## src/rtl/mul_approx_pipe.sv

```systemverilog
// Pipelined unsigned WIDTHxWIDTH multiplier with selectable approximation
// (exact / column-truncated / truncated+bias) and an error-statistics monitor.
// The product and the exact product are formed at the input. Both then travel
// together through LATENCY register stages. The error is taken at the output
// handshake, so each beat's statistics follow the mode it was captured with.
module mul_approx_pipe #(
    parameter int WIDTH      = 8,
    parameter int TRUNC_COLS = 4,
    parameter int LATENCY    = 2,
    parameter int CNT_W      = 32,
    parameter int SUM_W      = 40
) (
    input  logic               clk,
    input  logic               rst_n,
    input  logic               in_valid,
    output logic               in_ready,
    input  logic [WIDTH-1:0]   in_a,
    input  logic [WIDTH-1:0]   in_b,
    input  logic [1:0]         in_mode,
    output logic               out_valid,
    input  logic               out_ready,
    output logic [2*WIDTH-1:0] out_p,
    input  logic               err_clr,
    output logic [2*WIDTH-1:0] wce,
    output logic [CNT_W-1:0]   err_cnt,
    output logic [SUM_W-1:0]   err_sum
);
    localparam int PW  = 2 * WIDTH;
    localparam int BSH = (TRUNC_COLS > 0) ? TRUNC_COLS - 1 : 0;
    localparam logic [PW-1:0] BIAS = (TRUNC_COLS > 0) ? (PW'(1) << BSH) : '0;

    typedef struct packed {
        logic [PW-1:0] p;   // delivered (possibly approximate) product
        logic [PW-1:0] e;   // exact product, kept only for the error monitor
    } beat_t;

    logic              stall;
    logic              acc;
    logic              hs;
    logic [LATENCY:1]  vld_pipe;
    beat_t             stg [1:LATENCY];
    beat_t             nb;
    logic [PW-1:0]     trunc;
    logic [PW-1:0]     d;
    logic [SUM_W:0]    sum_nxt;

    // The whole pipe freezes on output backpressure; no bubble squeezing
    assign stall     = vld_pipe[LATENCY] && !out_ready;
    assign in_ready  = !stall;
    assign acc       = in_valid && in_ready;
    assign out_valid = vld_pipe[LATENCY];
    assign out_p     = stg[LATENCY].p;
    assign hs        = out_valid && out_ready;

    // Sum of the partial products in the kept columns (i+j >= K) only
    always_comb begin
        trunc = '0;
        for (int i = 0; i < WIDTH; i++)
            for (int j = 0; j < WIDTH; j++)
                if (i + j >= TRUNC_COLS)
                    trunc = trunc + (PW'(in_a[i] & in_b[j]) << (i + j));
    end

    // Form the beat: exact product plus the product chosen by the mode
    always_comb begin
        nb.e = PW'(in_a) * PW'(in_b);
        case (in_mode)
            2'b01:   nb.p = trunc;
            2'b10:   nb.p = trunc + BIAS;
            default: nb.p = nb.e;
        endcase
    end

    // Shift the valid bits and the beat data forward together when not stalled
    always_ff @(posedge clk or negedge rst_n) begin
        if (!rst_n) begin
            vld_pipe <= '0;
            for (int k = 1; k <= LATENCY; k++) stg[k] <= '0;
        end else if (!stall) begin
            vld_pipe[1] <= acc;
            if (acc) stg[1] <= nb;
            for (int k = 2; k <= LATENCY; k++) begin
                vld_pipe[k] <= vld_pipe[k-1];
                stg[k]      <= stg[k-1];
            end
        end
    end

    // Absolute error of the beat at the output; bias can push P above E
    always_comb begin
        d = (stg[LATENCY].e >= stg[LATENCY].p) ? stg[LATENCY].e - stg[LATENCY].p
                                               : stg[LATENCY].p - stg[LATENCY].e;
        sum_nxt = {1'b0, err_sum} + (SUM_W+1)'(d);
    end

    // Error statistics; a clear takes priority over a coincident handshake
    always_ff @(posedge clk or negedge rst_n) begin
        if (!rst_n) begin
            wce     <= '0;
            err_cnt <= '0;
            err_sum <= '0;
        end else if (err_clr) begin
            wce     <= '0;
            err_cnt <= '0;
            err_sum <= '0;
        end else if (hs) begin
            if (d > wce) wce <= d;
            if (err_cnt != '1) err_cnt <= err_cnt + CNT_W'(1);
            err_sum <= sum_nxt[SUM_W] ? '1 : sum_nxt[SUM_W-1:0];
        end
    end
endmodule

```

## config.mk

```make
export PLATFORM = sky130hd
export DESIGN_NAME = mul_approx_pipe
export DESIGN_NICKNAME = d
export VERILOG_FILES = /design/src/rtl/mul_approx_pipe.sv
export SDC_FILE = /design/constraint.sdc
export NUM_CORES = 1
export LEC_CHECK = 0
export BUFFER_PORTS_ARGS = -buffer_cell sky130_fd_sc_hd__buf_2
export CAP_MARGIN = 25
export CORE_UTILIZATION = 34
export DETAILED_ROUTE_END_ITERATION = 10
export GPL_ROUTABILITY_DRIVEN = 0
export GPL_TIMING_DRIVEN = 0
export MAX_ROUTING_LAYER = met4
export PLACE_DENSITY_LB_ADDON = 0.08
export SYNTH_ARGS = -nofsm -noshare
export SYNTH_HDL_FRONTEND = slang
export SYNTH_SLANG_ARGS = --single-unit
```

## constraint.sdc

```tcl
create_clock -name clk -period 4.85 [get_ports clk]
set_input_delay 0 -clock clk [delete_from_list [all_inputs] [get_ports clk]]
set_output_delay 0 -clock clk [all_outputs]
set_load 0.02 [all_outputs]
```

==> reports/results.tsv <==
stage	metric	value	unit
final_layout	multi_input_area	8481	um2
floorplanning	start_util	0.3472	
floorplanning	ios	129	
sta	fmax	209.1	MHz
global_routing	grt_use_met3	0.02539	
sta	finalClockSkew	0.01424	ns
floorplanning	dieHeight	195.6	um
floorplanning	die-area	38250	um2
outcome	status	finished clean	
routing	vias	10631	
sta	rsz0062_at_grt	yes	
floorplanning	core.rowCount	70	
yosys	synth-async-reset-ratio	1.000	
yosys	netlist_instances	1421	
clocking	cts.path.max_buffers	2	
power	p_per_area	809.2	nW/um2
clocking	clock_sinks	154	
yosys	yosysUniqueCellTypes	74	
final_layout	final_common_cell	inv_1	
global_routing	grt_max_degree	90	
yosys	syn_area	12740	um2
worst_setup_path	path_class	reg -> reg	
place	dp_slack	-1.014	ns
power	power.leakage	7.720	nW
place	portBuffers	128	
final_layout	final_cell_mix	inv_1, dfrtp_1, nand2_1	
clocking	numCtsBuffers	17	
place	postPlaceCellArea	14000	um2
global_routing	grt_pass1_wl	59390	um
routing	vias_per_cell	5.074	
final_layout	seq_area	3854	um2
sta	setup_viol	0	
job	cap_violations	0	
yosys	ys_seq_area_frac	0.3025	
worst_setup_path	crit_path_end_kind	flop	
routing	wl_per_cell	18.14	um
sta	slew_violations	0	
global_routing	grt_pass1_vias	10487	
global_routing	gr-total-overflow	0	
final_layout	layout-drive-gt1-share	0.2163	
yosys	ys_seq_elements	154	
yosys	synth_flop_cell	dfrtp_1	
sta	postLayoutSetupSlackWorst	0.06812	ns
power	ir_worst_vdd	0.4209	mV
yosys	syn_avg_cell_area	8.965	um2
routing	firstDrtPassIters	5	
final_layout	antenna_cells	0	
routing	drcViolationCount	0	
final_layout	area_growth	23.13	%
global_routing	antenna_found_initial	0	
floorplanning	die_w	195.6	um
routing	drt-total-wl	38010	um
global_routing	track_usage	0.2061	
global_routing	grtUsageMet2	0.3164	
sta	slew_headroom	0.3699	
worst_setup_path	crit_arrival	5.10	ns
clocking	htree_levels	4	
worst_setup_path	start_kind	flop	
place	place.detailed.hpwl	29340	um
sta	tns	0	ns
yosys	synth_enable_flop_cells	0	
clocking	clock_latency	0.44	ns
routing	drt_iter0_drc	393	
final_layout	final_nets	1829	
yosys	synth_warnings	0	
global_routing	grt_busiest_layer	met2	
sta	finalCritPeriodShare	0.9860	
clocking	cts_tree	built	
global_routing	use_met1	0.2898	
final_layout	postLayoutCellArea	15690	um2
min_path	min_path_type	in -> reg	
yosys	synth_nets	1636	
floorplanning	coreArea	36700	um2
worst_setup_path	path_max_fanout	5	
sta	period_minus_slack	4.782	ns
clocking	path_clk_slew	0.07	ns
sta	hold_viol	0	
final_layout	fill_cells	3656	
routing	ant_nets	0	
min_path	whs_path_depth	3	
worst_setup_path	r2r_cells	26	
clocking	clock-root-buffer	clkbuf_16	
sta	worstMarginPinSlew	0.9452	ns
worst_setup_path	required	5.16	ns
-- power breakdown --
| group | leakage, nW | internal (mW) | switching, mW |
|---|---|---|---|
| Combinational | 5.38 | 4.22 | 5.20 |
| Clock | 0.297 | 0.836 | 0.617 |
| Sequential | 2.04 | 1.58 | 0.242 |
| Total | 7.72 | 6.63 | 6.06 |
-- synthesized netlist by cell type, drive strengths merged, types with 24 or more instances --
master | n | area [um2]
buf | 27 | 183.9
xnor2 | 37 | 324.1
and2 | 46 | 287.8
dfrtp | 154 | 3854
o21ai | 105 | 525.5
a21o | 24 | 180.2
inv | 185 | 694.4
ha | 123 | 1539
a21oi | 76 | 384.1
nand2 | 137 | 514.2
clkbuf | 32 | 120.1
xor2 | 43 | 384.1
nand3 | 32 | 165.2
nor2 | 90 | 342.8
fa | 69 | 1381
-- path summary, 6_finish.rpt --
check                                    start                       to  slack, ns
setup / recovery            stg[0]$_DFFE_PN0N_      wce[15]$_DFFE_PN0P_       0.07
hold / removal                         in_b[0]      stg[48]$_DFFE_PN0P_       0.02
setup reg to reg            stg[0]$_DFFE_PN0N_      wce[15]$_DFFE_PN0P_       0.07
hold reg to reg            stg[41]$_DFFE_PN0P_       stg[9]$_DFFE_PN0N_       0.50
max in group asynchronous                rst_n      stg[57]$_DFFE_PN0P_       3.90
min in group asynchronous                rst_n  err_sum[21]$_DFFE_PN0P_       0.09
-- kinds of logic after synthesis --
family / Yosys count / synth area share
adders and majority gates: 192 / 0.2292
AOI/OAI and AO/OA: 304 / 0.1486
xor gates and xnor gates: 80 / 0.05559
muxes: 29 / 0.02495
buffers and inverters: 244 / 0.07837
and+or+nand+nor: 418 / 0.1608
DFF: 154 / 0.3025
-- per-stage QoR --
stage	utilization	total power, mW	hold WS [ns]	instances
finish	0.4274	12.69	0.01909	2095
global route	0.4274	13.72	0.0008345	2095
CTS	0.4106	11.51	0.002246	2071
detailed placement	0.3816	9.083	0.007937	2018
global placement	0.3806	9.046	0.4531	2017
floorplan	-	7.207	-0.2956	1421
-- critical path: stages, from the launching register on --
cell	delay, ns
dfrtp_1	0.39
inv_2	0.08
ha_4	0.13
inv_4	0.04
fa_2	0.39
a211oi_4	0.29
o21ai_2	0.13
nand4_4	0.11
a21oi_4	0.08
or2_4	0.30
buf_8	0.15
o211ai_1	0.19
a31oi_2	0.16
nor2b_4	0.16
xnor2_2	0.08
ha_1	0.32
a21o_1	0.17
a21o_1	0.16
a211oi_2	0.25
o32ai_2	0.12
a211oi_2	0.29
nor3_4	0.10
buf_6	0.18
buf_6	0.11
nand3b_1	0.07
o31a_1	0.14
nand3_1	0.08
-- what timing repair did --
item	in CTS	in global routing
pin swaps	19	43
gates resized for setup	69	94
endpoints found under the setup margin	56	56
setup buffers	20	23
hold endpoints to repair	66	0
cloned	0	1
hold buffers	2	0
-- layout make-up --
class                   count  area share
inverters                 185     0.04443
flip-flops and latches    154      0.2457
repair buffers            175     0.06868
well taps                 468     0.03733
clock inverters            14     0.01173
clock buffers              18     0.02800
multi-input cells        1023      0.5406
plain buffers              58     0.02353
-- state kept, by name, indices dropped and copies added (netlist names) --
signal    flops
err_cnt      32
err_sum      40
out_p        16
stg          48
vld_pipe      2
wce          16
-- per-layer routing --
metal,vias to the layer above,share of wire
met5,-,0
met4,0,0.014
met3,23,0.026
met2,166,0.47
met1,5267,0.49
li1,5175,-
(Power assumes the default switching activity.)
